[src/rtl/demux_1x8_reg.sv]
// Registered 1-to-8 demultiplexer built from two gated 1-to-4 stages.
// The select {s1,s2,s3} steers `a` to one lane; every other lane is driven to zero.

module demux_1x4_stage #(
  parameter int WIDTH = 1
) (
  input  logic               en,
  input  logic [WIDTH-1:0]   a,
  input  logic [1:0]         sel,
  output logic [4*WIDTH-1:0] y
);

  logic [WIDTH-1:0] gated_s;

  // Gate the data by the stage enable, then place it in the selected lane
  always_comb begin
    gated_s = {WIDTH{1'b0}};
    y       = {(4*WIDTH){1'b0}};
    if (en) begin
      gated_s = a;
    end else begin
      gated_s = {WIDTH{1'b0}};
    end
    case (sel)
      2'd0:    y[0*WIDTH +: WIDTH] = gated_s;
      2'd1:    y[1*WIDTH +: WIDTH] = gated_s;
      2'd2:    y[2*WIDTH +: WIDTH] = gated_s;
      2'd3:    y[3*WIDTH +: WIDTH] = gated_s;
      default: y = {(4*WIDTH){1'b0}};
    endcase
  end

endmodule

module demux_1x8_reg #(
  parameter int WIDTH = 1
) (
  input  logic               clk,
  input  logic               rst,
  input  logic [WIDTH-1:0]   a,
  input  logic               s1,
  input  logic               s2,
  input  logic               s3,
  output logic [8*WIDTH-1:0] out
);

  logic [4*WIDTH-1:0] lo_y_s;
  logic [4*WIDTH-1:0] hi_y_s;
  logic [8*WIDTH-1:0] out_d;
  logic [8*WIDTH-1:0] out_q;

  // Exactly one stage is enabled, so the two halves can never both be nonzero
  demux_1x4_stage #(.WIDTH(WIDTH)) u_lo (
    .en  (~s1),
    .a   (a),
    .sel ({s2, s3}),
    .y   (lo_y_s)
  );

  demux_1x4_stage #(.WIDTH(WIDTH)) u_hi (
    .en  (s1),
    .a   (a),
    .sel ({s2, s3}),
    .y   (hi_y_s)
  );

  // Concatenate the stage outputs into the next output word
  always_comb begin
    out_d = {hi_y_s, lo_y_s};
  end

  // Output register: captures every cycle, synchronous reset clears all lanes
  always_ff @(posedge clk) begin
    if (rst) begin
      out_q <= {(8*WIDTH){1'b0}};
    end else begin
      out_q <= out_d;
    end
  end

  assign out = out_q;

endmodule

[config.mk]
export PLATFORM = sky130hd
export DESIGN_NAME = demux_1x8_reg
export DESIGN_NICKNAME = d
export VERILOG_FILES = /design/src/rtl/demux_1x8_reg.sv
export SDC_FILE = /design/constraint.sdc
export NUM_CORES = 1
export LEC_CHECK = 0
export CAP_MARGIN = 20
export CELL_PAD_IN_SITES_DETAIL_PLACEMENT = 1
export CELL_PAD_IN_SITES_GLOBAL_PLACEMENT = 2
export CORE_AREA = 2 2 39 41
export CTS_CLUSTER_SIZE = 25
export DETAILED_ROUTE_END_ITERATION = 12
export DIE_AREA = 0 0 41 43
export PLACE_DENSITY = 0.76
export SETUP_SLACK_MARGIN = 0.1
export SYNTH_ARGS = -nofsm -noshare
export SYNTH_HDL_FRONTEND = slang
export SYNTH_SLANG_ARGS = --single-unit
[constraint.sdc]
create_clock -name clk -period 1.42 [get_ports clk]
set_input_delay 0.213 -clock clk [delete_from_list [all_inputs] [get_ports clk]]
set_output_delay 0.213 -clock clk [all_outputs]
set_load 0.01 [all_outputs]
==> flow_summary.toml <==
[critical_path]
cp-start-kind = "flop"
crit_chain = "clkdlybuf4s50_1"
slowest_delay_ps = 520
slowest_stage = "clkdlybuf4s50_1"
crit_fanout = 1
path_delay_family = "buffers and inverters"
crit_required_ps = 1210
crit_arrival_ps = 1070
path_buf_inv = 1
worstSetupEndpointType = "primary output"
critPathKind = "flop to primary output"

[worst_hold_path]
min_path_cells = 3
worstHoldEndpoint = "out[3]$_SDFF_PP0_"
hp-class = "input port to flop"
min_from = "s2"

[sta]
slew_headroom_pct = 80.7
max_freq_mhz = 781
slew_violations = 0
period_needed_ps = 1280
worst_slew_pin_slew_ps = 288
setup_viol = 0
hold_viol_final = 0
tns_ps = 0
finalCritPeriodShare_pct = 90.2
rsz0062_at_grt = "no"

[layout]
multiInputGateArea_um2 = 70.1
ff_latch_area_um2 = 160
layout-drive-gt1-share_pct = 8.11
diodes = 0
fin_nets = 45
area_growth_pct = 78.3
n_fill_cell = 158
largest_reg_flops = 8
finish.instance_area_um2 = 410

[clocking]
cts_buffer_depth = 2
cts_tree = "yes"
cts_buffers = 3
clk_pin_slew_ps = 50
cts_sinks = 8
htreeDepth = 1
cts_root_buf = "clkbuf_4"
cts_hold_buf = 0

[synth]
synth_cell_types = 7
syn_inst = 21
synth_area_um2 = 230
synth_top_area_share_pct = 69.6
ys_top_cells_by_area = "dfxtp_1 (70%), nor2_1 (9.8%), or3b_1 (7.6%)"
avgSynthCellArea_um2 = 11.0
synth-seq-cells = 8
synth_seq_area_share_pct = 69.6
synth_top_cell_by_area = "dfxtp_1"
synth_warnings = 0
syn_nets = 27

[power]
vdd_ir_drop_max_mv = 0.288
power_density_nw_per_um2 = 1040
p_leak_nw = 0.200

[global_routing]
grt.overflow.total = 0
grt_pass1_wl_um = 676
grt_usage_pct = 6.34
antenna_found_initial = 0
grt_pass1_vias = 188
grt_start_max_net_pins = 6

[floorplan]
dieArea_um2 = 1760
start_util_pct = 16.6
fp.coreArea_um2 = 1380
io_pins = 14
fp.dieW_um = 41
rows = 14
fp.dieH_um = 43

[placed_design]
hpwl_um = 381
portBuffers = 13
routabilityCongestion = 0.728
dpl_cell_area_um2 = 380

[drt]
wl_um = 460
drc = 0
vias_per_cell = 3.85
drtAntennaViolNets = 0
drt_first_pass_iters = 2
wl_per_cell_um = 8.68
drt_iter0_drc = 3
vias = 204

[outcome]
status = "completed"

[run]
cap_viol_max_count = 0
report_power, final:
part	total, mW	internal [mW]	leakage, nW	switching (mW)
Combinational	0.0369	0.0222	0.122	0.0147
Sequential	0.230	0.229	0.0648	0.000776
Clock	0.162	0.0960	0.0138	0.0664
through the flow:
step / setup slack [ps] / utilization (%) / cells / total power, mW / hold slack [ps]
floorplan: 691 / - / 21 / 0.245 / 289
global placement: 137 / 27.5 / 50 / 0.271 / 862
detailed placement: 117 / 27.5 / 50 / 0.272 / 870
CTS: 107 / 29.1 / 53 / 0.439 / 609
global route: 100 / 29.7 / 53 / 0.447 / 630
finish: 139 / 29.7 / 53 / 0.429 / 612
synth_stat cells:
master and count:
nor4_1 2, nand2_1 1, nand2b_1 1, nor2_1 6
or3b_1 2, nand3b_1 1, dfxtp_1 8
logic make-up after synthesis:
logic type / count (synthesis) / synth area share [%]
DFF: 8 / 69.6
and+or+nand+nor: 13 / 30.4
layout by cell type (no fill, tap or decap), drive strengths merged:
cell type,instances
clkbuf,3
nand2b,1
clkdlybuf4s50,10
nor4,2
or3b,2
dlymetal6s2s,3
nand3b,1
dfxtp,8
nand2,1
nor2,6
worst max path at each step:
stage | from | end | slack, ps | depth (start not counted)
6_report | out[5]$_SDFF_PP0_ | out[5] | 140 | 1
5_1_grt | out[7]$_SDFF_PP0_ | out[7] | 100 | 1
4_1_cts | out[4]$_SDFF_PP0_ | out[4] | 110 | 1
3_5_place_dp | s1 | out[4]$_SDFF_PP0_ | 120 | 3
3_3_place_gp | s3 | out[1]$_SDFF_PP0_ | 140 | 3
2_1_floorplan | rst | out[1]$_SDFF_PP0_ | 690 | 2
area by class of cell:
class | instances | share of cell area, %
Multi-Input combinational cell | 13 | 17.1
Tap cell | 16 | 4.88
Sequential cell | 8 | 39.0
Clock buffer | 3 | 5.49
Timing Repair Buffer | 13 | 33.5
tightest hold or removal path, cell delays in order:
cell,delay [ps]
clkdlybuf4s50_1,410
nand2_1,130
nor2_1,60
per-layer routing:
| layer | share of wire, % | track usage, % | vias up |
|---|---|---|---|
| met3 | 17 | 3.14 | 0 |
| li1 | - | - | 102 |
| met1 | 37 | 6.17 | 89 |
| met4 | 0 | 8.00 | 0 |
| met5 | 0 | 0 | - |
| met2 | 46 | 8.13 | 13 |
repair_timing:
item | CTS | global route
setup buffers | 0 | 0
setup endpoints to repair | 0 | 3
gates resized for setup | 0 | 3
Power figures use the tool's default switching activity.
